`src/rtl/eth_rt_pkg.sv`:
```
// Shared types and constants for the real-time Ethernet transmit/receive path.
// Latency: n/a (package only).
// Backpressure: n/a.
package eth_rt_pkg;

   typedef enum logic [2:0] {
      S_IDLE,
      S_PREAMBLE,
      S_SFD,
      S_DATA,
      S_PAD,
      S_FCS,
      S_IPG
   } tx_state_e;

   localparam logic [7:0]  PREAMBLE_BYTE = 8'h55;
   localparam logic [7:0]  SFD_BYTE      = 8'hD5;

   // CRC register is kept in the non-reflected domain; data bits are fed LSB first.
   localparam logic [31:0] CRC_POLY      = 32'h04C1_1DB7;
   localparam logic [31:0] CRC_INIT      = 32'hFFFF_FFFF;
   // Register value after a frame plus its own FCS has been clocked through.
   localparam logic [31:0] CRC_RESIDUE   = 32'hC704_DD7B;

   localparam int STAT_UNDERRUN = 31;
   localparam int STAT_ABORT    = 30;
   localparam int STAT_ZERO_LEN = 29;
   localparam int STAT_FCNT_LSB = 16;
   localparam int STAT_BCNT_LSB = 0;

   function automatic logic [31:0] bitrev32(input logic [31:0] v);
      logic [31:0] r;
      r = '0;
      for (int i = 0; i < 32; i++) begin
         r[i] = v[31-i];
      end
      return r;
   endfunction

endpackage

```
`src/rtl/eth_crc32_byte.sv`:
```
// Purpose: combinational CRC32 next-state for one byte (bit 0 of data first).
// Latency: 0 cycles, pure combinational.
// Backpressure: none.
// Ports: data (byte in), crc_in (current register), crc_out (register after data).
module eth_crc32_byte
   import eth_rt_pkg::*;
(
   input  logic [7:0]  data,
   input  logic [31:0] crc_in,
   output logic [31:0] crc_out
);

   logic [31:0] crc_w;

   always_comb begin
      crc_w = crc_in;
      for (int i = 0; i < 8; i++) begin
         if (crc_w[31] ^ data[i]) begin
            crc_w = {crc_w[30:0], 1'b0} ^ CRC_POLY;
         end else begin
            crc_w = {crc_w[30:0], 1'b0};
         end
      end
      crc_out = crc_w;
   end

endmodule

```
`src/rtl/eth_gmii_tx_framer.sv`:
```
// Purpose: GMII transmit framer: preamble/SFD, payload, zero pad, FCS, inter-packet gap.
// Latency: first preamble byte one cycle after sendStart; payload streams byte-per-cycle.
// Backpressure: word_ready throttles the source; a starved byte slot is an underrun (TxErr).
// Ports: clk/rstn; sendStart+byteCount start a frame, abort kills it, clearErrors clears
//        sticky flags; word_* is the payload stream; TxEn/TxD/TxErr drive GMII;
//        busy/frameDone/status report progress and errors.
module eth_gmii_tx_framer
   import eth_rt_pkg::*;
#(
   parameter int WORD_BYTES   = 2,
   parameter int MIN_FRAME    = 64,
   parameter int IPG_BYTES    = 12,
   parameter int PREAMBLE_LEN = 7
) (
   input  logic                    clk,
   input  logic                    rstn,
   input  logic                    clearErrors,
   input  logic                    sendStart,
   input  logic [15:0]             byteCount,
   input  logic                    abort,
   input  logic [8*WORD_BYTES-1:0] word_data,
   input  logic                    word_valid,
   output logic                    word_ready,
   output logic                    TxEn,
   output logic [7:0]              TxD,
   output logic                    TxErr,
   output logic                    busy,
   output logic                    frameDone,
   output logic [31:0]             status
);

   localparam int WW  = 8 * WORD_BYTES;
   localparam int WSH = $clog2(WORD_BYTES);
   localparam int SLW = $clog2(WORD_BYTES + 1);
   localparam int PW  = (MIN_FRAME > 0) ? $clog2(MIN_FRAME + 1) : 1;

   tx_state_e      state_q, state_d;
   logic [15:0]    cnt_q, cnt_d;             // preamble / payload / FCS / IPG position
   logic [15:0]    byte_cnt_q, byte_cnt_d;
   logic [15:0]    words_need_q, words_need_d;
   logic [15:0]    words_acc_q, words_acc_d;
   logic [WW-1:0]  hold_q, hold_d;
   logic           hold_vld_q, hold_vld_d;
   logic [WW-1:0]  shf_q, shf_d;
   logic [SLW-1:0] shf_left_q, shf_left_d;
   logic [PW-1:0]  pad_left_q, pad_left_d;
   logic [31:0]    crc_q, crc_d;
   logic [7:0]     frame_cnt_q, frame_cnt_d;
   logic           und_err_q, und_err_d;
   logic           abt_err_q, abt_err_d;
   logic           zl_err_q, zl_err_d;

   logic           shf_empty, hold_take, bypass, accept;
   logic           underrun, abort_hit, zl_set;
   logic [7:0]     pay_byte, crc_byte;
   logic [31:0]    crc_next, fcs_word, pad_need;
   logic [16:0]    wsum, wneed;

   eth_crc32_byte u_crc (
      .data    (crc_byte),
      .crc_in  (crc_q),
      .crc_out (crc_next)
   );

   always_comb begin
      state_d      = state_q;
      cnt_d        = cnt_q;
      byte_cnt_d   = byte_cnt_q;
      words_need_d = words_need_q;
      words_acc_d  = words_acc_q;
      hold_d       = hold_q;
      hold_vld_d   = hold_vld_q;
      shf_d        = shf_q;
      shf_left_d   = shf_left_q;
      pad_left_d   = pad_left_q;
      crc_d        = crc_q;
      frame_cnt_d  = frame_cnt_q;
      zl_set       = 1'b0;
      crc_byte     = 8'h00;
      TxEn         = 1'b0;
      TxD          = 8'h00;
      TxErr        = 1'b0;
      frameDone    = 1'b0;

      fcs_word  = ~bitrev32(crc_q);
      pad_need  = 32'(MIN_FRAME - 4) - {16'd0, byte_cnt_q};
      wsum      = {1'b0, byteCount} + 17'(WORD_BYTES - 1);
      wneed     = wsum >> WSH;

      // The next payload byte comes from the shifter, else the holding register,
      // else straight off the bus when both are empty.
      shf_empty = (shf_left_q == '0);
      hold_take = (state_q == S_DATA) && shf_empty && hold_vld_q;
      bypass    = (state_q == S_DATA) && shf_empty && !hold_vld_q;
      if (!shf_empty) begin
         pay_byte = shf_q[7:0];
      end else if (hold_vld_q) begin
         pay_byte = hold_q[7:0];
      end else begin
         pay_byte = word_data[7:0];
      end

      word_ready = ((state_q == S_SFD) || (state_q == S_DATA)) &&
                   (!hold_vld_q || hold_take) && (words_acc_q != words_need_q);
      accept     = word_valid && word_ready;
      underrun   = bypass && !word_valid;
      abort_hit  = abort && (state_q inside {S_PREAMBLE, S_SFD, S_DATA, S_PAD, S_FCS});

      if (accept) begin
         words_acc_d = words_acc_q + 16'd1;
      end
      if (accept && !bypass) begin
         hold_d     = word_data;
         hold_vld_d = 1'b1;
      end else if (hold_take) begin
         hold_vld_d = 1'b0;
      end

      case (state_q)
         S_IDLE: begin
            if (sendStart) begin
               if (byteCount == 16'd0) begin
                  zl_set = 1'b1;
               end else begin
                  state_d      = S_PREAMBLE;
                  cnt_d        = '0;
                  byte_cnt_d   = byteCount;
                  words_need_d = wneed[15:0];
                  words_acc_d  = '0;
                  hold_vld_d   = 1'b0;
                  shf_left_d   = '0;
                  crc_d        = CRC_INIT;
               end
            end
         end
         S_PREAMBLE: begin
            TxEn = 1'b1;
            TxD  = PREAMBLE_BYTE;
            if (cnt_q == 16'(PREAMBLE_LEN - 1)) begin
               state_d = S_SFD;
               cnt_d   = '0;
            end else begin
               cnt_d = cnt_q + 16'd1;
            end
         end
         S_SFD: begin
            TxEn    = 1'b1;
            TxD     = SFD_BYTE;
            state_d = S_DATA;
            cnt_d   = '0;
         end
         S_DATA: begin
            TxEn     = 1'b1;
            TxD      = pay_byte;
            crc_byte = pay_byte;
            crc_d    = crc_next;
            if (shf_empty) begin
               shf_d      = (hold_vld_q ? hold_q : word_data) >> 8;
               shf_left_d = SLW'(WORD_BYTES - 1);
            end else begin
               shf_d      = shf_q >> 8;
               shf_left_d = shf_left_q - SLW'(1);
            end
            if (cnt_q == byte_cnt_q - 16'd1) begin
               // Tail bytes of the last word are dropped here.
               shf_left_d = '0;
               hold_vld_d = 1'b0;
               cnt_d      = '0;
               if (({16'd0, byte_cnt_q} + 32'd4) < 32'(MIN_FRAME)) begin
                  state_d    = S_PAD;
                  pad_left_d = pad_need[PW-1:0];
               end else begin
                  state_d = S_FCS;
               end
            end else begin
               cnt_d = cnt_q + 16'd1;
            end
         end
         S_PAD: begin
            TxEn       = 1'b1;
            TxD        = 8'h00;
            crc_byte   = 8'h00;
            crc_d      = crc_next;
            pad_left_d = pad_left_q - PW'(1);
            if (pad_left_q == PW'(1)) begin
               state_d = S_FCS;
               cnt_d   = '0;
            end
         end
         S_FCS: begin
            TxEn = 1'b1;
            TxD  = fcs_word[8*cnt_q[1:0] +: 8];
            if (cnt_q[1:0] == 2'd3) begin
               frameDone   = 1'b1;
               frame_cnt_d = frame_cnt_q + 8'd1;
               state_d     = S_IPG;
               cnt_d       = '0;
            end else begin
               cnt_d = cnt_q + 16'd1;
            end
         end
         S_IPG: begin
            if (cnt_q >= 16'(IPG_BYTES - 1)) begin
               state_d = S_IDLE;
               cnt_d   = '0;
            end else begin
               cnt_d = cnt_q + 16'd1;
            end
         end
         default: begin
            state_d = S_IDLE;
         end
      endcase

      // A killed frame emits one error byte and goes straight to the gap.
      if (abort_hit || underrun) begin
         TxEn        = 1'b1;
         TxErr       = 1'b1;
         TxD         = 8'h00;
         frameDone   = 1'b0;
         frame_cnt_d = frame_cnt_q;
         crc_d       = crc_q;
         pad_left_d  = pad_left_q;
         hold_vld_d  = 1'b0;
         shf_left_d  = '0;
         state_d     = S_IPG;
         cnt_d       = '0;
      end

      // A flag raised in the same cycle as clearErrors stays set.
      und_err_d = underrun  | (und_err_q & ~clearErrors);
      abt_err_d = abort_hit | (abt_err_q & ~clearErrors);
      zl_err_d  = zl_set    | (zl_err_q  & ~clearErrors);
   end

   always_comb begin
      busy                          = (state_q != S_IDLE);
      status                        = '0;
      status[STAT_UNDERRUN]         = und_err_q;
      status[STAT_ABORT]            = abt_err_q;
      status[STAT_ZERO_LEN]         = zl_err_q;
      status[STAT_FCNT_LSB +: 8]    = frame_cnt_q;
      status[STAT_BCNT_LSB +: 16]   = byte_cnt_q;
   end

   always_ff @(posedge clk or negedge rstn) begin
      if (!rstn) begin
         state_q      <= S_IDLE;
         cnt_q        <= '0;
         byte_cnt_q   <= '0;
         words_need_q <= '0;
         words_acc_q  <= '0;
         hold_q       <= '0;
         hold_vld_q   <= 1'b0;
         shf_q        <= '0;
         shf_left_q   <= '0;
         pad_left_q   <= '0;
         crc_q        <= CRC_INIT;
         frame_cnt_q  <= '0;
         und_err_q    <= 1'b0;
         abt_err_q    <= 1'b0;
         zl_err_q     <= 1'b0;
      end else begin
         state_q      <= state_d;
         cnt_q        <= cnt_d;
         byte_cnt_q   <= byte_cnt_d;
         words_need_q <= words_need_d;
         words_acc_q  <= words_acc_d;
         hold_q       <= hold_d;
         hold_vld_q   <= hold_vld_d;
         shf_q        <= shf_d;
         shf_left_q   <= shf_left_d;
         pad_left_q   <= pad_left_d;
         crc_q        <= crc_d;
         frame_cnt_q  <= frame_cnt_d;
         und_err_q    <= und_err_d;
         abt_err_q    <= abt_err_d;
         zl_err_q     <= zl_err_d;
      end
   end

endmodule

```
`config.mk`:
```
export PLATFORM = sky130hd
export DESIGN_NAME = eth_gmii_tx_framer
export DESIGN_NICKNAME = d
export VERILOG_FILES = /design/src/rtl/eth_rt_pkg.sv /design/src/rtl/eth_crc32_byte.sv /design/src/rtl/eth_gmii_tx_framer.sv
export SDC_FILE = /design/constraint.sdc
export NUM_CORES = 1
export LEC_CHECK = 0
export BUFFER_PORTS_ARGS = -buffer_cell sky130_fd_sc_hd__buf_4
export CAP_MARGIN = 20
export CORE_MARGIN = 5
export CORE_UTILIZATION = 30
export DETAILED_ROUTE_END_ITERATION = 10
export PLACE_DENSITY_LB_ADDON = 0.1
export REMOVE_ABC_BUFFERS = 1
export SETUP_SLACK_MARGIN = 0.5
export SLEW_MARGIN = 0
export SYNTH_ARGS = -nofsm -noshare
export SYNTH_HDL_FRONTEND = slang
export SYNTH_SLANG_ARGS = --single-unit
```
`constraint.sdc`:
```
create_clock -name clk -period 4.8 [get_ports clk]
set_clock_uncertainty 0.2 [all_clocks]
set_input_delay 0.96 -clock clk [delete_from_list [all_inputs] [get_ports clk]]
set_output_delay 0.96 -clock clk [all_outputs]
set_load 0.03 [all_outputs]
```
# Word level (Yosys, flattened, before mapping)
# Cells that the tools add are included.
# W data, S select, Z words.
# word_totals
regBits	152
input_bits	38
output_inout_bits	45
word_cells	174
# op_classes
addsub	9
n_lt_le_gt_ge	2
n_eq_ne	22
shift	1
mux	66
n_bitwise	26
n_reduce_logical	33
# ops
cell	n
$mux W27	8
$mux W16	13
$not A14 Y14	8
$pmux W16 S7	1
$mux W32	2
$pmux W32 S2	1
$mux W8	5
$add A16 B1 Y16 const B	2
$not A32 Y32	1
$pmux W8 S4	1
$shiftx A32 B6 Y8	1
$mux W3	8
$pmux W3 S7	1
$add A16 B1 Y17 const B	1
$add A16 B3 Y17 const B	1
$lt A17 B7 Y1 const B	1
$eq A16 B16 Y1	1
$eq A16 B3 Y1 const B	1
$ge A16 B4 Y1 const B	1
$logic_not A16 Y1	1
$mux W1	16
$ne A16 B16 Y1	1
$sub A16 B1 Y16 const B	1
$mux W7	2
other kinds (35)	80

# Depth between registers and ports, before layout
# Gate-level depths: netlist of the first run.
# logic_depth
word_depth	20
ltp_mapped	12
depth_no_buf	10

# Hierarchy
# From an unflattened synthesis of the first run, not the netlist that was laid out.
# hier_totals
hier_cells	974
area_unflattened_um2	9342.7
# modules_own_cells
module	instances	cells_per_inst	area_per_inst_um2	seq_area_each_um2
eth_gmii_tx_framer	1	911	8353.0	3643.5
eth_crc32_byte	1	63	989.7	0.0

# Least setup slack after synthesis of the first run
# OpenSTA, ideal clock, no wires.
# synth_timing
path_type	register to output
startpoint	register state_q[2]
endpoint	output port frameDone
arrival_time_ns	2.535
required_time_ns	3.640
path_slack_ns	1.105
stages_incl_launch_ff	8
path_buffers	1
path_cell_list	dfrtp_1 > clkbuf_1 > nor3_1 > inv_1 > nand3_1 > o31a_1 > inv_1 > nor3_1
# synth_via
elab_chain_len	6
word_cells_on_any_way	13
classes_between	5 x eq/ne; 2 x mux; 6 x reduce/logical
# synth_lines
item	line_no	source
start: declaration	eth_gmii_tx_framer.sv:37	tx_state_e state_q, state_d;
start signal: assignment	eth_gmii_tx_framer.sv:264	state_q <= state_d;
parallel branches: the longest is 5 deep, another holds $reduce_bool A5 Y1	n/a	
$mux W1 *	eth_gmii_tx_framer.sv:216	if (abort_hit || underrun) begin
end: declaration	eth_gmii_tx_framer.sv:28	output logic frameDone,
# Every way passes the cells marked *.

# Worst setup path after layout of the first run
# layout_timing
startpoint	register state_q[2]
endpoint	output port TxD[4]
# layout_via
elab_chain_len	6
word_cells_on_any_way	13
classes_between	5 x eq/ne; 2 x mux; 6 x reduce/logical
# layout_lines
item	line_no	source
parallel branches: the longest is 5 deep, another holds $reduce_bool A5 Y1	n/a	
$mux W8 *	eth_gmii_tx_framer.sv:216	
end: declaration	eth_gmii_tx_framer.sv:25	output logic [7:0] TxD,
# Marked as above.

==> results of run 1 <==
==> state kept, by name, summed over array words and instances (netlist names) <==
register and cells:
shf_q 8, zl_err_q 1, words_need_q 16, words_acc_q 16
hold_q 16, byte_cnt_q 16, cnt_q 16, state_q 3
crc_q 32, hold_vld_q 1, pad_left_q 7, shf_left_q 2
abt_err_q 1, und_err_q 1, frame_cnt_q 8
==> kinds of logic after synthesis <==
logic type | after synthesis | share of synthesized area, %
mux | 43 | 6.259
flops | 144 | 40.86
fa+ha+maj | 11 | 1.544
simple gates | 337 | 18.17
buf+inv | 89 | 4.266
xor+xnor | 151 | 15.14
compound gates | 182 | 13.71
other cells | 1 | 0.04206
==> synthesized netlist by cell type, types with 3 or more instances <==
| library cell | instances | area, µm² |
|---|---|---|
| o311a_1 | 4 | 40.04 |
| a31oi_1 | 10 | 62.56 |
| ha_1 | 11 | 137.6 |
| and2_1 | 4 | 25.02 |
| o21bai_1 | 5 | 37.54 |
| nand3_1 | 36 | 180.2 |
| o211ai_1 | 10 | 75.07 |
| nor2_1 | 59 | 221.5 |
| buf_2 | 4 | 20.02 |
| mux2i_1 | 13 | 130.1 |
| mux4_2 | 8 | 180.2 |
| o21a_1 | 11 | 82.58 |
| mux2_2 | 22 | 247.7 |
| or3_1 | 7 | 43.79 |
| a21o_1 | 3 | 22.52 |
| nor3_1 | 48 | 240.2 |
| xnor2_1 | 76 | 665.6 |
| o21ai_0 | 40 | 200.2 |
| o311ai_0 | 5 | 43.79 |
| xor2_1 | 73 | 639.4 |
| nand2_1 | 111 | 416.7 |
| a311oi_1 | 4 | 35.03 |
| buf_1 | 4 | 15.01 |
| clkbuf_1 | 47 | 176.4 |
| a21oi_1 | 48 | 240.2 |
| dfrtp_1 | 112 | 2803 |
| buf_4 | 9 | 67.56 |
| nand4_1 | 16 | 100.1 |
| o31ai_1 | 14 | 105.1 |
| nor2b_1 | 5 | 31.28 |
| nand2b_1 | 5 | 31.28 |
| dfstp_2 | 32 | 840.8 |
| and3_1 | 12 | 75.07 |
| or2_2 | 3 | 18.77 |
| nor4_1 | 14 | 87.58 |
| inv_1 | 24 | 90.09 |
| a31o_2 | 3 | 26.28 |
| or4_1 | 6 | 45.04 |
==> where the power goes <==
part	total (mW)	internal, mW	leakage, nW	switching, mW
registers	2.25	1.74	1.78	0.512
clock network	1.32	0.722	0.258	0.595
logic	4.24	1.78	2.26	2.46
total	7.81	4.25	4.30	3.56
==> placed cells by master, fill, tap and decap left out, types with 14 or more instances in the layout <==
cell type / instances
o21ai_0: 40
buf_4: 98
dfrtp_1: 111
clkbuf_16: 17
nor2_1: 59
inv_1: 23
nor3_1: 47
o31ai_1: 14
a21oi_1: 47
mux2_2: 22
xor2_1: 73
xnor2_1: 76
dfstp_2: 32
nand4_1: 16
nand2_1: 111
nand3_1: 36
nor4_1: 14
==> repair_timing <==
| item | 4_1_cts | 5_1_grt |
|---|---|---|
| buffers inserted | 0 | 4 |
| endpoints found under the setup margin | 3 | 9 |
| resized for setup | 2 | 4 |
==> cell type report <==
| cell class | instances | area [µm²] |
|---|---|---|
| clock inverter | 14 | 132.6 |
| inverter | 24 | 93.84 |
| fill | 3040 | 18980 |
| multi-input combinational | 729 | 4945 |
| clock buffer | 18 | 429.2 |
| timing repair buffer | 100 | 767.0 |
| sequential | 144 | 3645 |
| tap | 390 | 488.0 |
==> final timing paths <==
kind | to | slack [ns] | cells after the start
max | TxD[4] | 0.76 | 8
min | frame_cnt_q[7]$_DFFE_PN0P_ | 0.27 | 1
max reg2reg | cnt_q[15]$_DFFE_PN0P_ | 0.86 | 10
min reg2reg | frame_cnt_q[7]$_DFFE_PN0P_ | 0.27 | 1
max in group asynchronous | crc_q[31]$_DFFE_PN1P_ | 3.08 | 2
min in group asynchronous | byte_cnt_q[9]$_DFFE_PN0P_ | 0.37 | 1
==> metal layers <==
| metal | global-route usage (%) | vias up | wire (µm) |
|---|---|---|---|
| li1 | - | 3491 | - |
| met1 | 23.51 | 3490 | 12910 |
| met2 | 24.66 | 126 | 12140 |
| met3 | 2.492 | 14 | 804 |
| met4 | 3.212 | 0 | 225 |
| met5 | 0 | - | 0 |
==> impl_results.md, run 1 <==
- First drt pass iteration count: 4
- Starting Density: 30.24%
- Crit path buffers/inverters: 3
- Largest net degree at the start of global routing: 83
- Clk buf depth: 2
- Setup Viol. Count Final: 0
- Drt wl/cell: 18.38 µm
- Crit path launch: state_q[2]$_DFFE_PN0P_
- # hold bufs at CTS: 0
- Final count of hold timing violations: 0
- Async S/R FF share, synth: 100.0%
- Antenna violations before repair: 0
- Crit path max-delay family: compound AO/OA/AOI/OAI gates
- Crit end category: output pin
- Worst Hold Launch: frame_cnt_q[7]$_DFFE_PN0P_
- Die width: 182.4 µm
- Cell mode on critical path: buf_4
- Sequential area share after synthesis: 40.86%
- Dpl ws: 0.8092 ns
- Yosys warns: 0
- Clock Tree Root: clkbuf_16
- Number of remaining DRC errors: 0
- Power Dens Cells: 743.8 nW/µm²
- WS Path Type: reg2out
- Buffers on Ports: 77
- Slew HR: 46.47%
- Hpwl dp: 18.69 mm
- Startpoint types: register
- Hold WS: 0.2727 ns
- Post-Route Utilization: 35.62%
- Synth Instances: 958
- Top_reg_cell synth: dfrtp_1
- CP Cell Sequence: buf_4 > nor3_2 > inv_1 > nand3_1 > o31a_2 > o21ai_0 > a311oi_2 > buf_4
- CTS buffer count: 17
- Peak Freq: 0.2476 GHz
- Detailed Route WL: 26.08 mm
- Clock sinks: 144
- Layout cell share with drive strength beyond 1: 21.09%
- RSZ-0062 raised after global routing: false
- Final ANT Viol Nets: 0
- GP Congestion: 0.7604
- Max_cap viols: 0
- Status: completed
- Worst hold-check path type: reg2reg
- Final min period: 4.039 ns
- Signal arrival time at the worst endpoint: 2.88 ns
- TritonCTS clock tree: done
- Crit-path slowest cell: a311oi_2
- Post-synth EDFFs: 0
- Post-layout instance area: 10500 µm²
- Worst Max-Slew Pin Slew: 0.8030 ns
- Total grt overflow: 0
- DIE HEIGHT: 182.4 µm
- First-pass GRT wire length: 42.28 mm
- Die area: 33270 µm²
- Post-Route Setup TNS: 0 ns
- Gr usage total: 15.88%
- Flops & latches, synth: 144
- Worst Slack Setup Final: 0.7608 ns
- Syn-to-layout area delta: 17.77%
- Pwr Total: 7.810 mW
- Cell Area, Synth: 8916 µm²
- Leakage: 4.299 nW
- DRT iter0 DRCs: 550
- DP Cell Count: 1383
- Clk_lat worst skew: 0.43 ns
- Syn avg cell area: 9.307 µm²
- Tcrit/Tclk final: 84.15%
- CP Max Fanout: 19
- Vias: 7121
- CTS clk-pin slew, worst paths: 0.07 ns
- Number of inserted diodes: 0
- Max-slew violations: 0
- H-tree depth: 4
- CP peak stage delay: 0.44 ns
- Ports: 83
- Core footprint: 29480 µm²
- FP Rows: 63
- Worst VDD drop: 0.3554 mV
- Vias in the first global route: 7142
- Fin nets: 1065
- Placed instance area: 9884 µm²
- CP required: 3.64 ns
- Netlist cell types: 68
- Final cell count without fillers: 1419
- Reg-to-Reg Start: byte_cnt_q[0]$_DFFE_PN0P_
- Vias per cell: 5.018
Power figures use the tool's default switching activity.
==> inputs of run 2 (changes only) <==
==> constraint.sdc (replaced) <==
create_clock -name clk -period 3.5 [get_ports clk]
set_clock_uncertainty 0.2 [all_clocks]
set_input_delay 0.7 -clock clk [delete_from_list [all_inputs] [get_ports clk]]
set_output_delay 0.7 -clock clk [all_outputs]
set_load 0.03 [all_outputs]
==> run 2 against run 1 <==
Compared with the run above: utilization is 4.2 points higher; highest routed layer unchanged; setup slack got worse by 0.42 ns; hold slack got worse by 0.25 ns; via count up 4.3%; largest cell class unchanged; sequential power up 31%; total power increased by 57%; die area is the same; non-clock buffer count up 83; sequential share of layout area shrank 3.6 points; largest power group unchanged.
==> impl_results.md, run 2 (synthesis gave the netlist of run 1 again) <==
- Status: completed (unchanged)
- Setup Viol. Count Final: 0 (unchanged)
- R2R setup slack: 0.40 ns (was 0.86 ns)
- Clock Tree Root: clkbuf_16 (unchanged)
- Fin nets: 1148 (was 1065)
- CTS buffer count: 17 (unchanged)
- Final min period: 3.158 ns
- TritonCTS clock tree: done (unchanged)
- Max_cap viols: 0 (unchanged)
- H-tree depth: 4 (unchanged)
- Max-slew violations: 0 (unchanged)
- Placed instance area: 10230 µm² (was 9884 µm²)
- Startpoint types: register (unchanged)
- Layout cell share with drive strength beyond 1: 32.55% (was 21.09%)
- GP Congestion: 0.7981 (was 0.7604)
- WS Path Type: reg2out (unchanged)
- Final count of hold timing violations: 0 (unchanged)
- Die width: 182.4 µm (unchanged)
- Gr usage total: 16.49% (was 15.88%)
- Slew HR: 54.53% (was 46.47%)
- CTS clk-pin slew, worst paths: 0.07 ns (about the same)
- Peak Freq: 0.3167 GHz
- Starting Density: 30.24% (unchanged)
- Final ANT Viol Nets: 0 (unchanged)
- Number of remaining DRC errors: 0 (unchanged)
- CP Max Fanout: 5 (was 19)
- Worst Slack Setup Final: 0.3423 ns (was 0.7608 ns)
- Vias per cell: 4.946 (was 5.018)
- DIE HEIGHT: 182.4 µm (unchanged)
- FP Rows: 63 (unchanged)
- Hpwl dp: 19.15 mm (was 18.69 mm)
- Commonest non-fill, non-tap cell in the layout: buf_4
- First drt pass iteration count: 5 (was 4)
- Crit end category: output pin (unchanged)
- Most frequent cells in the layout: 151 x buf_4, 109 x nand2_1, 107 x dfrtp_1 (was 111 x nand2_1, 111 x dfrtp_1, 98 x buf_4)
- Max FFs per register: 32 (unchanged)
- Clk_lat worst skew: 0.43 ns (about the same)
- Detailed Route WL: 27.21 mm (was 26.08 mm)
- Worst hold-check path type: in2async (was reg2reg)
- Die area: 33270 µm² (unchanged)
- First-pass GRT wire length: 43.59 mm (was 42.28 mm)
- Most flop-heavy register: crc_q (unchanged)
- Clk buf depth: 2 (unchanged)
- Largest net degree at the start of global routing: 65 (was 83)
- Drt wl/cell: 18.12 µm (was 18.38 µm)
- Leakage: 4.863 nW (was 4.299 nW)
- Worst VDD drop: 0.6219 mV (was 0.3554 mV)
- Post-layout instance area: 11730 µm² (was 10500 µm²)
- Number of inserted diodes: 0 (unchanged)
- Vias in the first global route: 7553 (was 7142)
- Clock sinks: 144 (unchanged)
- Antenna violations before repair: 0 (unchanged)
- Signal arrival time at the worst endpoint: 2.26 ns (was 2.88 ns)
- Core footprint: 29480 µm² (unchanged)
- Tcrit/Tclk final: 90.22%
- Buffers on Ports: 77 (unchanged)
- DRT iter0 DRCs: 397 (was 550)
- Total grt overflow: 0 (unchanged)
- Ports: 83 (unchanged)
- Vias: 7429 (was 7121)
- Syn-to-layout area delta: 31.60% (was 17.77%)
- Dpl ws: -0.02912 ns (was 0.8092 ns)
- Worst Max-Slew Pin Slew: 0.6821 ns (was 0.8030 ns)
- Power Dens Cells: 1047 nW/µm² (was 743.8 nW/µm²)
- CP required: 2.60 ns (was 3.64 ns)
- RSZ-0062 raised after global routing: true (was false)
## run 2: metrics by stage
stage,TNS (ns),cells,hold slack (ns),power [mW],utilization (%)
after global placement,0,1424,0.2565,9.334,34.70
after detailed placement,-0.02912,1424,0.2606,9.344,34.70
final,0,1502,0.02033,12.28,39.80
after CTS,0,1494,0.03490,12.12,38.97
after global routing,0,1502,0.05165,13.14,39.80
after floorplan,-54.34,897,0.2044,7.143,-
## run 2: path summary, 6_finish.rpt
check | cells past startpoint | end | start
max | 7 | TxD[1] | state_q[1]$_DFFE_PN0P_
min in group clk | 2 | shf_q[5]$_DFFE_PN0P_ | shf_q[5]$_DFFE_PN0P_
min reg2reg | 2 | shf_q[5]$_DFFE_PN0P_ | shf_q[5]$_DFFE_PN0P_
min | 1 | byte_cnt_q[11]$_DFFE_PN0P_ | rstn
max in group asynchronous | 2 | crc_q[27]$_DFFE_PN1P_ | rstn
max reg2reg | 10 | cnt_q[5]$_DFFE_PN0P_ | byte_cnt_q[5]$_DFFE_PN0P_
## run 2: worst max-delay path, cell delays in order (launching register included)
cell        delay, ns
dfrtp_2          0.47
and3b_2          0.27
nand2_4          0.07
o31a_1           0.25
clkinvlp_4       0.25
buf_4            0.20
a21oi_4          0.15
buf_6            0.16
## run 2: final cells by class
cell class,instances,area [µm²]
Fill cell,3041,17750
Multi-Input combinational cell,729,5329
Sequential cell,144,3650
Timing Repair Buffer,183,1600
Tap cell,390,488.0
Clock buffer,19,432.9
Clock inverter,13,140.1
Inverter,24,93.84
## run 2: power breakdown
| part | switching, mW | total (mW) | leakage [nW] | internal, mW |
|---|---|---|---|---|
| registers | 0.555 | 2.95 | 1.77 | 2.39 |
| logic | 4.01 | 7.50 | 2.82 | 3.50 |
| clock network | 0.779 | 1.83 | 0.269 | 1.05 |
| total | 5.34 | 12.3 | 4.86 | 6.94 |
## run 2: repair_timing
item / 4_1_cts / 5_1_grt
hold endpoints to repair: 0 / 0
hold buffers: 0 / 0
setup endpoints to repair: 55 / 74
gates cloned: 2 / 0
pin swaps: 35 / 17
resized for setup: 88 / 42
setup buffers: 36 / 8
## run 2: layer usage
metal,up-vias,track usage [%],share of wire [%]
met3,27,2.751,2.9
met1,3658,23.92,49
met5,-,0,0
met2,101,25.31,46
li1,3643,-,-
met4,0,4.863,1.8
